<file path="src/rtl/fetch_pkg.sv">
// Shared types and constants for the IF-stage fetch controller.
package fetch_pkg;

   localparam logic [31:0] NOP_INSTR        = 32'h0000_0013;
   localparam logic [31:0] DEFAULT_RESET_PC = 32'h0000_0000;

   typedef enum logic [1:0] {
      BOOT  = 2'd0,
      FETCH = 2'd1,
      HALT  = 2'd2
   } fetch_state_t;

   typedef struct packed {
      logic [31:0] pc;
      logic [31:0] instr;
      logic        fault;
   } fetch_entry_t;

   function automatic logic [31:0] align_word(input logic [31:0] addr);
      return {addr[31:2], 2'b00};
   endfunction

endpackage

</file>
<file path="src/rtl/fetch_queue.sv">
// Small FIFO of {pc, instr, fault} entries with push, pop and a flush that beats push.
module fetch_queue
   import fetch_pkg::*;
#(
   parameter int QDEPTH = 2,
   localparam int AW = (QDEPTH > 1) ? $clog2(QDEPTH) : 1,
   localparam int CW = $clog2(QDEPTH + 1)
)(
   input  logic          clk,
   input  logic          rst,
   input  logic          i_push,
   input  logic          i_pop,
   input  logic          i_flush,
   input  fetch_entry_t  i_din,
   output fetch_entry_t  o_head,
   output logic [CW-1:0] o_count
);

   fetch_entry_t  r_mem [QDEPTH];
   logic [AW-1:0] r_wr_ptr;
   logic [AW-1:0] r_rd_ptr;
   logic [CW-1:0] r_count;
   logic          w_pop;
   logic          w_push;
   logic          w_full;

   assign w_full = (r_count == CW'(QDEPTH));
   assign w_pop  = i_pop && (r_count != '0);
   // A full queue may still accept a push when the head leaves in the same cycle.
   assign w_push = i_push && (!w_full || w_pop);

   always_ff @(posedge clk or posedge rst) begin
      if (rst) begin
         r_wr_ptr <= '0;
         r_rd_ptr <= '0;
         r_count  <= '0;
      end else if (i_flush) begin
         r_wr_ptr <= '0;
         r_rd_ptr <= '0;
         r_count  <= '0;
      end else begin
         if (w_push) r_wr_ptr <= r_wr_ptr + 1'b1;
         if (w_pop)  r_rd_ptr <= r_rd_ptr + 1'b1;
         r_count <= r_count + CW'(w_push) - CW'(w_pop);
      end
   end

   always_ff @(posedge clk) begin
      if (w_push && !i_flush) r_mem[r_wr_ptr] <= i_din;
   end

   assign o_head  = r_mem[r_rd_ptr];
   assign o_count = r_count;

endmodule

</file>
<file path="src/rtl/fetch_controller.sv">
// IF-stage fetch sequencer: owns the PC, fetches into fetch_queue, handles redirect/halt.
// Optional FETCH_IMEM_GATE_EN: imem_en follows push and imem_addr only moves when pc moves.
module fetch_controller
   import fetch_pkg::*;
#(
   parameter logic [31:0] RESET_PC   = DEFAULT_RESET_PC,
   parameter int          QDEPTH     = 2,
   parameter int          IMEM_WORDS = 256
)(
   input  logic        clk,
   input  logic        rst,
   input  logic        redirect_valid,
   input  logic [31:0] redirect_pc,
   input  logic        halt_req,
   output logic        out_valid,
   input  logic        out_ready,
   output logic [31:0] out_instr,
   output logic [31:0] out_pc,
   output logic        out_fault,
   output logic [31:0] imem_addr,
   input  logic [31:0] imem_instr,
   output logic        imem_en
);

   localparam int          CW         = $clog2(QDEPTH + 1);
   localparam logic [32:0] IMEM_BYTES = 33'(IMEM_WORDS) * 33'd4;

   fetch_state_t  r_state;
   logic [31:0]   r_pc;
   logic [CW-1:0] w_count;
   fetch_entry_t  w_head;
   fetch_entry_t  w_din;
   logic          w_out_valid;
   logic          w_pop;
   logic          w_push;
   logic          w_fault;

   assign w_out_valid = (w_count != '0);
   assign w_pop       = w_out_valid && out_ready;
   assign w_push      = (r_state == FETCH) && !redirect_valid &&
                        ((w_count < CW'(QDEPTH)) || w_pop);
   assign w_fault     = ({1'b0, r_pc} >= IMEM_BYTES);
   assign w_din       = '{pc: r_pc, instr: (w_fault ? NOP_INSTR : imem_instr), fault: w_fault};

   fetch_queue #(.QDEPTH(QDEPTH)) u_queue (
      .clk     (clk),
      .rst     (rst),
      .i_push  (w_push),
      .i_pop   (w_pop),
      .i_flush (redirect_valid),
      .i_din   (w_din),
      .o_head  (w_head),
      .o_count (w_count)
   );

   // Redirect wins over push and never alters the halt/fetch state.
   always_ff @(posedge clk or posedge rst) begin
      if (rst) begin
         r_state <= BOOT;
         r_pc    <= RESET_PC;
      end else begin
         if (redirect_valid)
            r_pc <= align_word(redirect_pc);
         else if (w_push)
            r_pc <= r_pc + 32'd4;

         case (r_state)
            BOOT:    r_state <= halt_req ? HALT : FETCH;
            FETCH:   if (halt_req)  r_state <= HALT;
            HALT:    if (!halt_req) r_state <= FETCH;
            default: r_state <= BOOT;
         endcase
      end
   end

   assign out_valid = w_out_valid;
   assign out_instr = w_out_valid ? w_head.instr : NOP_INSTR;
   assign out_pc    = w_out_valid ? w_head.pc    : 32'd0;
   assign out_fault = w_out_valid && w_head.fault;

`ifdef FETCH_IMEM_GATE_EN
   logic [31:0] r_imem_addr;

   always_ff @(posedge clk or posedge rst) begin
      if (rst)
         r_imem_addr <= RESET_PC;
      else if (redirect_valid)
         r_imem_addr <= align_word(redirect_pc);
      else if (w_push)
         r_imem_addr <= r_pc + 32'd4;
   end

   assign imem_addr = r_imem_addr;
   assign imem_en   = w_push;
`else
   assign imem_addr = r_pc;
   assign imem_en   = !rst;
`endif

endmodule
</file>
<file path="config.mk">
export PLATFORM = sky130hd
export DESIGN_NAME = fetch_controller
export DESIGN_NICKNAME = d
export VERILOG_FILES = /design/src/rtl/fetch_pkg.sv /design/src/rtl/fetch_queue.sv /design/src/rtl/fetch_controller.sv
export SDC_FILE = /design/constraint.sdc
export NUM_CORES = 1
export LEC_CHECK = 0
export CORE_MARGIN = 1.5
export CORE_UTILIZATION = 30
export CTS_BUF_LIST = sky130_fd_sc_hd__clkbuf_16
export DETAILED_ROUTE_END_ITERATION = 8
export DONT_BUFFER_PORTS = 1
export PLACE_DENSITY = 0.46
export SYNTH_ARGS = -nofsm -noshare
export SYNTH_HDL_FRONTEND = slang
export SYNTH_SLANG_ARGS = --single-unit
export TNS_END_PERCENT = 100
</file>
<file path="constraint.sdc">
create_clock -name clk -period 13.2 [get_ports clk]
set_input_delay 2.64 -clock clk [delete_from_list [all_inputs] [get_ports clk]]
set_output_delay 2.64 -clock clk [all_outputs]
set_load 0.02 [all_outputs]
</file>
==> results of run 1 <==
## logic make-up (layout without fill, tap and decap cells)
family,Yosys count,count (layout),share of synthesized area
buffers and inverters,79,52,0.05808
xor gates and xnor gates,9,9,0.01058
adders and majority gates,4,4,0.006715
muxes,64,64,0.08595
DFF,162,162,0.6285
other,1,4,0.0005031
AOI/OAI and AO/OA,49,49,0.04650
and+or+nand+nor,236,236,0.1632
## power breakdown
part           total, W  internal [W]  switching (W)
Combinational  0.000426      0.000102       0.000323
Sequential     0.000624      0.000580      0.0000438
Clock          0.000528      0.000319       0.000208
## worst max-delay path by stage
stage               slack [ns]  cells after the start      start                  end
detailed placement        7.38                      2        rst              imem_en
CTS                       7.38                      2        rst              imem_en
global placement          7.39                      2        rst              imem_en
finish                    7.41                      2        rst              imem_en
floorplan                 5.22                      4  out_ready  u_queue.r_mem[0][0]
global route              7.34                      2        rst              imem_en
## cell type report
class                      instances  area (µm²)
fill                            2444       16130
sequential                       162        4688
multi-input combinational        366        2371
clock buffer                      17       425.4
tap                              324       405.4
clock inverter                    15       203.9
inverter                          14       52.55
timing repair buffer               6       45.04
## through the flow
step	setup WS (ns)	util
after floorplan	5.220	-
after CTS	7.378	0.3368
after detailed placement	7.378	0.3110
after global routing	7.336	0.3368
final	7.409	0.3368
after global placement	7.392	0.3110
## cell usage after synthesis, drive strengths merged, types with 4 or more instances
cell type / instances / share of area
a31oi: 10 / 0.0084
and2: 31 / 0.026
buf: 38 / 0.037
clkbuf: 27 / 0.014
dfrtp: 36 / 0.12
edfxtp: 126 / 0.51
ha: 4 / 0.0067
inv: 14 / 0.0071
mux2i: 64 / 0.086
nand2: 36 / 0.018
nand2b: 5 / 0.0042
nand3: 20 / 0.015
nand4: 11 / 0.0092
nor2: 78 / 0.039
nor2b: 6 / 0.0050
nor3: 6 / 0.0040
nor4: 11 / 0.010
o211ai: 4 / 0.0040
o21ai: 8 / 0.0054
o311ai: 10 / 0.012
o31ai: 9 / 0.0091
or3: 5 / 0.0042
or4: 15 / 0.016
xnor2: 6 / 0.0071
## flip-flops by register name (all words and copies together) (netlist names)
signal / count
imem_addr: 30
r_state: 2
u_queue.o_count: 2
u_queue.r_mem: 126
u_queue.r_rd_ptr: 1
u_queue.r_wr_ptr: 1
## layer usage
metal | global-route usage | vias up | wire (µm)
met4 | 0.04376 | 0 | 193
met3 | 0.04365 | 15 | 1321
met1 | 0.1812 | 2282 | 7929
met5 | 0 | - | 0
met2 | 0.2226 | 164 | 8420
li1 | - | 2102 | -
==> results.toml, run 1 <==
[synthesis]
avgSynthCellArea_um2 = 12.34
yosys_most_used_dff = "edfxtp_1"
postSynth.asyncResetShare = 0.2222
syn_inst = 604
yosysWarnings = 0
synth_edf_count = 126
synth_cell_types = 43
synth_seq_cells = 162
syn_area_mm2 = 0.007453
seq_area_frac_synth = 0.6285

[global_routing]
grt_start_max_net_pins = 65
grt_overflow = 0
grt_pass1_wl_um = 27320
grt_pass1_vias = 4658
track_usage = 0.1397
antenna_found_initial = 0

[layout]
layout_common_cells = "edfxtp_1, nor2_1, mux2i_1"
stdcell_count = 904
areaGrowthSynthToFinish_pct = 9.904
n_antenna_cell = 0
design_area_mm2 = 0.008192
final_common_cell = "edfxtp_1"
nets = 640
drive_gt1_frac = 0.08621

[drt]
final_antenna_net_count = 0
routed_wl_um = 17870
avgViaCountPerCell = 5.048
drt_drc_violations_left = 0
wl_per_cell_um = 19.76
dr.pass1.iters = 6
initialDrtViolationCount = 283
via_count = 4563

[pwr]
power_w = 0.001577
power_density_mw_per_mm2 = 192.6
power_leakage_nw = 2.723
vdd_drop_max_v = 0.00007896

[run]
maxCapViolCount = 0

[min_path]
worstHoldStart = "r_state[1]"
hold-path-cell-count = 1
hp-class = "reg2reg"
hold_end = "r_state[0]"

[timing]
setup-violations-final = 0
fin_crit_ns = 5.791
hold_ws_ns = 0.4743
finClkSkew_ns = 0.01280
finalHoldViolations = 0
post-route-period-util = 0.4387
rsz0062_at_grt = "no"
relSlewSlack = 0.2148
drv_slew = 0
fmax_mhz = 172.7
max_slew.worst_pin.slew_ns = 1.178
finalSetupTns_ns = 0

[floorplanning]
initial_utilization = 0.3065
dieArea_mm2 = 0.02580
die_y_um = 160.6
die_x_um = 160.6
core_area_mm2 = 0.02432
io_pins = 168
core.rowCount = 57

[clock_tree]
cts_sinks = 162
cts_root_buf = "clkbuf_16"
cts_tree = "done"
cts_buffers = 17
postCtsSetupBuffers = 0
htreeDepth = 4
cts_resized = 0
cts_hold_buf = 0
cts.clk_slew.worst_paths_ns = 0.07
clockBufferDepth = 2
clk_latency_ns = 0.42

[worst_setup_path]
worst_ep_arrival_time_ns = 3.15
worstPathCellList = "inv_2 > buf_4"
crit_family = "buffers and inverters"
r2r_slack_ns = 10.09
slowest_delay_ns = 0.45
endpoint_kind = "output pin"
r2r_start = "u_queue.o_count[1]"
path_class = "in2out"
cp.required_ns = 10.56
worst_path_max_delay_cell = "buf_4"
worstRegToRegCells = 10
cp-start-kind = "input port"
worst-path-buf-inv = 2
path_max_fanout = 37
r2r-end = "u_queue.o_count[1]"

[placed_design]
dp_hpwl_um = 11660
place.gp.congestion = 0.7308
dp.cells = 872
io_buffer_count = 0
place_area_mm2 = 0.007562

[run_status]
status = "finished clean"
Power figures use the tool's default switching activity.
==> run 2: changes to the inputs <==
--- a/config.mk
+++ b/config.mk
@@ -10,7 +10,7 @@
 export CTS_BUF_LIST = sky130_fd_sc_hd__clkbuf_16
 export DETAILED_ROUTE_END_ITERATION = 8
 export DONT_BUFFER_PORTS = 1
-export PLACE_DENSITY = 0.46
+export PLACE_DENSITY = 0.47
 export SYNTH_ARGS = -nofsm -noshare
 export SYNTH_HDL_FRONTEND = slang
 export SYNTH_SLANG_ARGS = --single-unit
==> constraint.sdc (replaced) <==
create_clock -name clk -period 4.7 [get_ports clk]
set_input_delay 0.94 -clock clk [delete_from_list [all_inputs] [get_ports clk]]
set_output_delay 0.94 -clock clk [all_outputs]
set_load 0.02 [all_outputs]
==> results.toml, run 2 (synthesized netlist as in run 1, its figures left out) <==
[run_status]
status = "finished clean"

[worst_setup_path]
endpoint_kind = "output pin"
r2r-end = "u_queue.r_mem[1][4]"
path_class = "reg2out"
worstRegToRegCells = 4
path_max_fanout = 38
cp.required_ns = 3.76
r2r_start = "r_state[0]"
worst_ep_arrival_time_ns = 2.29
cp-start-kind = "register"
r2r_slack_ns = 2.05
startpoint = "u_queue.r_rd_ptr"

[timing]
rsz0062_at_grt = "no"
relSlewSlack = 0.3655
max_slew.worst_pin.slew_ns = 0.9518
setup-violations-final = 0
finClkSkew_ns = 0.01432
drv_slew = 0
fmax_mhz = 309.5
finalHoldViolations = 0
fin_crit_ns = 3.231
post-route-period-util = 0.6874
finalSetupTns_ns = 0

[pwr]
power_frac_seq = 0.418
intPower_w = 0.002753
pwr-share-clk = 0.329
power_leakage_nw = 2.700
vdd_drop_max_v = 0.0002182
power_density_mw_per_mm2 = 534.4
power_frac_comb = 0.253
p_switching_w = 0.001616
p_sw_frac = 0.3699

[drt]
avgViaCountPerCell = 5.034
initialDrtViolationCount = 227
wl_per_cell_um = 20.08
final_antenna_net_count = 0
drt_drc_violations_left = 0
via_count = 4551
routed_wl_um = 18150
dr.pass1.iters = 5

[layout]
num-fill-cells = 2426
layout_common_cells = "edfxtp_1, nor2_1, mux2i_1"
regMostFlops = "u_queue.r_mem"
drive_gt1_frac = 0.08448
largest_reg_flops = 126
n_antenna_cell = 0
design_area_mm2 = 0.008175
areaGrowthSynthToFinish_pct = 9.686
nets = 640
multi_input_area_mm2 = 0.002377
regArea_mm2 = 0.004688
final_common_cell = "edfxtp_1"

[clock_tree]
postCtsSetupBuffers = 0
cts_hold_buf = 0
htreeDepth = 4
cts_buffers = 17
cts.clk_slew.worst_paths_ns = 0.07
cts_tree = "done"
cts_sinks = 162
cts_resized = 0
clockBufferDepth = 2
clk_latency_ns = 0.43
cts_root_buf = "clkbuf_16"

[floorplanning]
die_y_um = 160.6
core_area_mm2 = 0.02432
core.rowCount = 57
die_x_um = 160.6
io_pins = 168
dieArea_mm2 = 0.02580
initial_utilization = 0.3065

[placed_design]
place.gp.congestion = 0.7807
place_area_mm2 = 0.007569
io_buffer_count = 0
dp_hpwl_um = 11880

[min_path]
hold_end = "r_state[0]"
worstHoldStart = "r_state[1]"
hp-class = "reg2reg"
hold-path-cell-count = 1

[global_routing]
track_usage = 0.1418
antenna_found_initial = 0
grt_overflow = 0
grt_pass1_vias = 4674
grt_pass1_wl_um = 27590
grt_start_max_net_pins = 64

[run]
maxCapViolCount = 0
run 2: power by group through the flow:
stage	Clock, W	Combinational (W)	Sequential (W)
floorplan	0	0.00106	0.00171
CTS	0.00148	0.00114	0.00183
global route	0.00152	0.00120	0.00184
global placement	0	0.00112	0.00185
detailed placement	0	0.00114	0.00186
finish	0.00144	0.00111	0.00182
run 2: area by class of cell:
class,count,share of cell area
sequential,162,0.5735
multi-input combinational,366,0.2908
clock buffer,17,0.05204
tap,324,0.04959
clock inverter,15,0.02219
inverter,14,0.006428
timing repair buffer,6,0.005510
run 2: per-stage QoR:
step                        util  instances  hold WS (ns)  setup slack, ns  power, W
after floorplan                -        607        0.4448           0.3517  0.002769
after global placement    0.3112        872        0.4604            1.792  0.002973
after detailed placement  0.3112        872        0.4694            1.745  0.002999
after CTS                 0.3362        904        0.4780            1.417  0.004445
after global routing      0.3362        904        0.5120            1.330  0.004572
final                     0.3362        904        0.4770            1.469  0.004369
run 2: worst max path at each step:
stage | end | slack, ns
CTS | out_instr[0] | 1.42
detailed placement | u_queue.r_mem[1][53] | 1.74
finish | out_instr[0] | 1.47
global route | out_instr[0] | 1.33
floorplan | u_queue.r_mem[0][0] | 0.35
global placement | u_queue.r_mem[1][53] | 1.79
run 2: routing by layer:
metal	up-vias	routed length, µm	global-route usage
li1	2103	-	-
met1	2239	7617	0.1711
met2	195	8814	0.2371
met3	14	1524	0.05243
met4	0	195	0.03951
met5	-	0	0
run 2: critical path, stage by stage, from the launching register on:
cell and delay, ns:
dfrtp_4 0.90, buf_4 0.42, mux2i_1 0.32, nand2_1 0.20
